==> config.mk <==
export PLATFORM = sky130hd
export DESIGN_NAME = decode_stage_hz
export DESIGN_NICKNAME = d
export VERILOG_FILES = /design/src/rtl/decode_stage_hz.sv
export SDC_FILE = /design/constraint.sdc
export NUM_CORES = 2
export LEC_CHECK = 0
export BUFFER_PORTS_ARGS = -buffer_cell sky130_fd_sc_hd__buf_2
export CORE_ASPECT_RATIO = 0.9
export CORE_UTILIZATION = 29
export CTS_CLUSTER_SIZE = 40
export DETAILED_ROUTE_END_ITERATION = 6
export GPL_ROUTABILITY_DRIVEN = 0
export HOLD_SLACK_MARGIN = 0.02
export PLACE_DENSITY = 0.53
export RECOVER_POWER = 25
export SLEW_MARGIN = 20
export SYNTH_ARGS = -nofsm -noshare
export SYNTH_HDL_FRONTEND = slang
export SYNTH_SLANG_ARGS = --single-unit
==> constraint.sdc <==
create_clock -name clk -period 3.07 [get_ports clk]
set_input_delay 0.1535 -clock clk [delete_from_list [all_inputs] [get_ports clk]]
set_output_delay 0.1535 -clock clk [all_outputs]
set_load 0.01 [all_outputs]
==> src/rtl/decode_stage_hz.sv <==
// RV32I decode stage: control decode, register file, immediate build, load-use hazard and ID/EX register.
// Optional write-through read bypass enabled by defining DECODE_WB_BYPASS_EN.
module decode_stage_hz #(
   parameter int XLEN  = 32,
   parameter int NREGS = 32,
   localparam int AW   = $clog2(NREGS)
) (
   input  logic            clk,
   input  logic            reset,
   input  logic [31:0]     InstrD,
   input  logic            ValidD,
   input  logic [XLEN-1:0] PCD,
   input  logic [XLEN-1:0] PCPlus4D,
   input  logic            we3,
   input  logic [AW-1:0]   RdW,
   input  logic [XLEN-1:0] a3,
   input  logic            FlushE,
   output logic            StallD,
   output logic            ValidE,
   output logic            MemReadE,
   output logic            MemWriteE,
   output logic            ALUSrcE,
   output logic            JumpE,
   output logic            RegWriteE,
   output logic            BranchE,
   output logic            MuxjalrE,
   output logic [3:0]      ALUOpE,
   output logic [2:0]      ImmControlE,
   output logic [2:0]      WriteBackE,
   output logic [2:0]      funct3E,
   output logic [XLEN-1:0] RD1E,
   output logic [XLEN-1:0] RD2E,
   output logic [XLEN-1:0] PCE,
   output logic [XLEN-1:0] ImmExtE,
   output logic [XLEN-1:0] PCPlus4E,
   output logic [AW-1:0]   RdE,
   output logic [AW-1:0]   Rs1E,
   output logic [AW-1:0]   Rs2E
);

   logic [6:0]      opcode;
   logic [2:0]      f3;
   logic            known, use1, use2;
   logic            mem_read, mem_write, alu_src, jump, reg_write, branch, muxjalr;
   logic [3:0]      alu_op;
   logic [2:0]      imm_ctl, wb_sel;
   logic [31:0]     imm32;
   logic [XLEN-1:0] imm_ext, rd1, rd2;
   logic [AW-1:0]   rs1_d, rs2_d, rd_d;
   logic [XLEN-1:0] regs [NREGS];
   logic            load_ok;

   assign opcode = InstrD[6:0];
   assign f3     = InstrD[14:12];

   always_comb begin
      known = 1'b0; use1 = 1'b0; use2 = 1'b0;
      mem_read = 1'b0; mem_write = 1'b0; alu_src = 1'b0; jump = 1'b0;
      reg_write = 1'b0; branch = 1'b0; muxjalr = 1'b0;
      alu_op = 4'b0000; imm_ctl = 3'd0; wb_sel = 3'd0;
      case (opcode)
         7'b0110011: begin
            known = 1'b1; reg_write = 1'b1; use1 = 1'b1; use2 = 1'b1;
            alu_op = {InstrD[30], f3};
         end
         7'b0010011: begin
            known = 1'b1; reg_write = 1'b1; alu_src = 1'b1; use1 = 1'b1;
            alu_op = {InstrD[30] & (f3 == 3'b101), f3};
         end
         7'b0000011: begin
            known = 1'b1; reg_write = 1'b1; alu_src = 1'b1; use1 = 1'b1;
            mem_read = 1'b1; wb_sel = 3'd1;
         end
         7'b0100011: begin
            known = 1'b1; alu_src = 1'b1; mem_write = 1'b1; use1 = 1'b1; use2 = 1'b1;
            imm_ctl = 3'd1;
         end
         7'b1100011: begin
            known = 1'b1; branch = 1'b1; use1 = 1'b1; use2 = 1'b1;
            alu_op = 4'b1000; imm_ctl = 3'd2;
         end
         7'b1101111: begin
            known = 1'b1; reg_write = 1'b1; jump = 1'b1; wb_sel = 3'd2; imm_ctl = 3'd4;
         end
         7'b1100111: begin
            known = 1'b1; reg_write = 1'b1; jump = 1'b1; alu_src = 1'b1; muxjalr = 1'b1;
            use1 = 1'b1; wb_sel = 3'd2;
         end
         7'b0110111, 7'b0010111: begin
            known = 1'b1; reg_write = 1'b1; alu_src = 1'b1; imm_ctl = 3'd3;
         end
         default: known = 1'b0;
      endcase
   end

   always_comb begin
      case (imm_ctl)
         3'd1:    imm32 = {{20{InstrD[31]}}, InstrD[31:25], InstrD[11:7]};
         3'd2:    imm32 = {{19{InstrD[31]}}, InstrD[31], InstrD[7], InstrD[30:25], InstrD[11:8], 1'b0};
         3'd3:    imm32 = {InstrD[31:12], 12'b0};
         3'd4:    imm32 = {{11{InstrD[31]}}, InstrD[31], InstrD[19:12], InstrD[20], InstrD[30:21], 1'b0};
         default: imm32 = {{20{InstrD[31]}}, InstrD[31:20]};
      endcase
   end

   assign imm_ext = XLEN'($signed(imm32));

   // Unused source fields are forced to x0 so they read 0 and never trigger a hazard.
   assign rs1_d = use1 ? InstrD[15 +: AW] : '0;
   assign rs2_d = use2 ? InstrD[20 +: AW] : '0;
   assign rd_d  = reg_write ? InstrD[7 +: AW] : '0;

   always_comb begin
      rd1 = (rs1_d == '0) ? '0 : regs[rs1_d];
      rd2 = (rs2_d == '0) ? '0 : regs[rs2_d];
`ifdef DECODE_WB_BYPASS_EN
      if (we3 && (RdW != '0) && (RdW == rs1_d)) rd1 = a3;
      if (we3 && (RdW != '0) && (RdW == rs2_d)) rd2 = a3;
`endif
   end

   always_ff @(posedge clk) begin
      if (reset) begin
         for (int i = 0; i < NREGS; i++) regs[i] <= '0;
      end else if (we3 && (RdW != '0)) begin
         regs[RdW] <= a3;
      end
   end

   assign StallD = ValidD & MemReadE & (RdE != '0) &
                   ((use1 & (rs1_d == RdE)) | (use2 & (rs2_d == RdE)));

   assign load_ok = ValidD & known;

   always_ff @(posedge clk) begin
      if (reset || FlushE || StallD || !load_ok) begin
         ValidE <= 1'b0; MemReadE <= 1'b0; MemWriteE <= 1'b0; ALUSrcE <= 1'b0;
         JumpE <= 1'b0; RegWriteE <= 1'b0; BranchE <= 1'b0; MuxjalrE <= 1'b0;
         ALUOpE <= '0; ImmControlE <= '0; WriteBackE <= '0; funct3E <= '0;
         RD1E <= '0; RD2E <= '0; PCE <= '0; ImmExtE <= '0; PCPlus4E <= '0;
         RdE <= '0; Rs1E <= '0; Rs2E <= '0;
      end else begin
         ValidE <= 1'b1; MemReadE <= mem_read; MemWriteE <= mem_write; ALUSrcE <= alu_src;
         JumpE <= jump; RegWriteE <= reg_write; BranchE <= branch; MuxjalrE <= muxjalr;
         ALUOpE <= alu_op; ImmControlE <= imm_ctl; WriteBackE <= wb_sel; funct3E <= f3;
         RD1E <= rd1; RD2E <= rd2; PCE <= PCD; ImmExtE <= imm_ext; PCPlus4E <= PCPlus4D;
         RdE <= rd_d; Rs1E <= rs1_d; Rs2E <= rs2_d;
      end
   end

endmodule
==> impl_results.md <==
- P per Cell Area: about 530 nW/um2
- Avg WL per Cell: 33.3 um
- Synth cell types: between 80 and 90
- Crit. End Element: flip-flop
- Post-CTS setup buffers: 0
- Worst-margin pin slew: approximately 1.3 ns
- CTS Sinks: roughly 1,200
- Critical path data arrival time: between 3 and 4 ns
- Commonest non-fill, non-tap cells in the layout: edfxtp_1, and2_1, mux2i_1
- Via count: approximately 52,000
- Worst min path class: input port to flip-flop
- Clock Path Buffers: 3
- CP startpoint kind: input port
- Number of synthesized register bits: ~1,200
- Layout area overhead: 20.2%
- Die Span X: between 400 and 500 um
- Fin crit share: 100%
- Worst-path clk slew: roughly 0.060 ns
- Fraction of registers with async set/reset: 0%
- Syn Area/Cell: approximately 11 um2
- Layout cells sized above 1: between 10% and 20%
- CTS root buffer: clkbuf_16
- Final Hold Fails: 0
- Final setup violation count: 17
- All-Layer GR Usage: between 20% and 30%
- Crit-path max FO: 26
- Main flop type after synthesis: edfxtp_1
- Initial core utilization: between 20% and 30%
- Cells after Synth: approximately 5,500
- Fin. max-slew vios: 0
- Tot Pwr: roughly 40 mW
- HPWL reported at the end of detailed placement: between 150 and 200 mm
- EDFF count, synth: 1,024
- Buffers on Ports: between 300 and 400
- Layout net count: between 6,000 and 7,000
- Die H: 442 um
- Synthesized cell area: around 62,000 um2
- Placed insts: between 8,000 and 9,000
- Core area: roughly 210,000 um2
- CP most frequent cell: clkbuf_1
- Detail Route Antenna Nets: 0
- Worst Setup Path Type: input port to flip-flop
- Violated checks: DRC, setup timing
- First-pass GRT wire length: 400 mm
- Most common cell after layout, fill and taps aside: edfxtp_1
- Period minus WS final: ~3.1 ns
- Antenna violations before repair: 29
- Max incr delay on CP: approximately 0.84 ns
- Worst skew pair latency: roughly 0.80 ns
- DRC Markers: between 200 and 250
- Max VDD drop: between 600 and 700 uV
- Row count: around 160
- Slew headroom: roughly 14%
- CP max stage cell: clkbuf_1
- CP required: 3.53 ns
- Grt total ovfl: 0
- Final cell count without fillers: between 8,000 and 9,000
- I/O pin total: ~340
- FMAX: roughly 320 MHz
- CTS HTree Levels: 4
- Total wire length: 294 mm
- Initial DRC count: around 7,100
- Status: complete, but fails checks
- Vias in the first global route: 49,500
- Via/cell ratio: slightly below 6
- Worst Clk Skew: between 0.03 and 0.04 ns
- Lkg Pwr: ~27 nW
- First-pass DRT Iterations: 7
- RSZ-0062 raised after global routing: no
- Largest net degree at the start of global routing: 72
- Synth Warn #: 0
- Seq/Total Area, Yosys: a little under three fifths
- CTS buffer count: 138
- Max_cap viols: 0
- Critical path cell sequence: dlygate4sd3_1 > clkbuf_1 > nor2b_1 > nand3b_1 > clkbuf_1 > nor2_1 > or2_2 > buf_4
- Die area: 217,000 um2
- Final WS setup: -0.0135 ns
- TritonCTS clock tree: built
==> synth_stat cells, types with 10 or more instances <==
library cell,number,share of area (%)
a2111oi_0,14,0.20
a211oi_1,206,2.5
a21oi_1,212,1.7
a221oi_1,51,0.72
a22oi_1,25,0.30
a311oi_1,10,0.14
a31oi_1,45,0.45
a32oi_1,52,0.73
and2_1,1003,10
and3_1,83,0.83
and4_1,18,0.25
buf_1,28,0.17
buf_2,125,1.0
buf_4,14,0.17
clkbuf_1,411,2.5
dfxtp_1,195,6.3
edfxtp_1,1024,49
inv_1,44,0.26
mux2_2,122,2.2
mux2i_1,370,5.9
mux4_2,36,1.3
nand2_1,297,1.8
nand3_1,100,0.80
nand4_1,25,0.25
nor2_1,141,0.85
nor2b_1,41,0.41
nor3_1,39,0.31
o2111ai_1,34,0.48
o211ai_1,40,0.48
o21ai_0,135,1.1
o21ai_1,27,0.22
o221a_2,11,0.20
o221ai_1,160,2.2
o22ai_1,111,1.1
o32ai_1,22,0.31
or2_2,33,0.33
==> cells by family after synthesis <==
kind of cell           count (synthesis)  synth area share (%)
AO/OA/AOI/OAI                       1220                  13.8
XOR/XNOR                              10                 0.140
buffers and inverters                627                  4.14
flip-flops                          1219                  55.5
multiplexers                         528                  9.43
other                                  1               0.00601
AND/OR/NAND/NOR                     1855                  17.0
==> through the flow <==
step | util [%] | setup slack, ns | setup TNS (ns) | hold slack [ns] | cell area, um2
after floorplan | - | 1.03 | 0 | 0.275 | 62500
after global placement | 32.6 | -0.241 | -0.832 | 0.378 | 69600
after detailed placement | 32.6 | -0.199 | -0.877 | 0.381 | 69700
after CTS | 35.2 | 0.0793 | 0 | 0.0222 | 75300
after global routing | 35.1 | 0.0327 | 0 | 0.0513 | 75000
final | 35.1 | -0.0135 | -0.105 | 0.0368 | 75100
==> path summary, 6_finish.rpt <==
| path | start | to | slack, ns | depth (start not counted) |
|---|---|---|---|---|
| setup / recovery | reset | regs[25][17]$_SDFFCE_PN0P_ | -0.01 | 8 |
| hold reg to reg | regs[0][23]$_SDFFCE_PN0P_ | RD1E[23]$_SDFF_PP0_ | 0.54 | 2 |
| setup reg to reg | RdE[2]$_SDFF_PP0_ | RdE[4]$_SDFF_PP0_ | 0.20 | 6 |
| hold / removal | a3[21] | regs[13][21]$_SDFFCE_PN0P_ | 0.04 | 2 |
==> registers in the layout, indices dropped and copies added (netlist names), 2 cells and up <==
signal       flops
WriteBackE       2
regs          1024
funct3E          3
RD2E            32
Rs1E             5
Rs2E             5
PCE             32
PCPlus4E        32
RD1E            32
RdE              5
ALUOpE           4
ImmExtE         32
ImmControlE      3
==> what timing repair did <==
item / CTS / global route
endpoints found under the setup margin: 0 / 4
hold endpoints to repair: 421 / 0
resized for setup: 0 / 3
hold buffers: 110 / 0
==> power by group <==
group          leakage, nW  internal, mW  total (mW)  switching (mW)
clock network         2.23          9.75        16.9            7.18
logic                 13.3          1.16        3.54            2.37
registers             11.3          18.7        19.1           0.443
==> final cells by class <==
class,count,area (um2)
fillers,21100,139000
repair buffers,817,6430
flip-flops and latches,1219,34700
inverters,45,176
clock inverters,55,490
diodes,10,25.0
multi-input cells,3646,25700
well taps,2852,3570
clock buffers,198,4030
==> layer usage <==
layer / GRT usage (%) / vias up / share of wire [%]
li1: - / 21300 / -
met1: 34.3 / 26000 / 40
met2: 38.8 / 3655 / 43
met3: 6.81 / 752 / 11
met4: 15.0 / 24 / 6.3
met5: 0.330 / - / 0.081
==> worst max-delay path, delay by kind of cell <==
| kind | cells | cell delay, ns |
|---|---|---|
| and+or+nand+nor | 4 | 1.01 |
| buffers and inverters | 4 | 2.35 |
(Power assumes the default switching activity.)
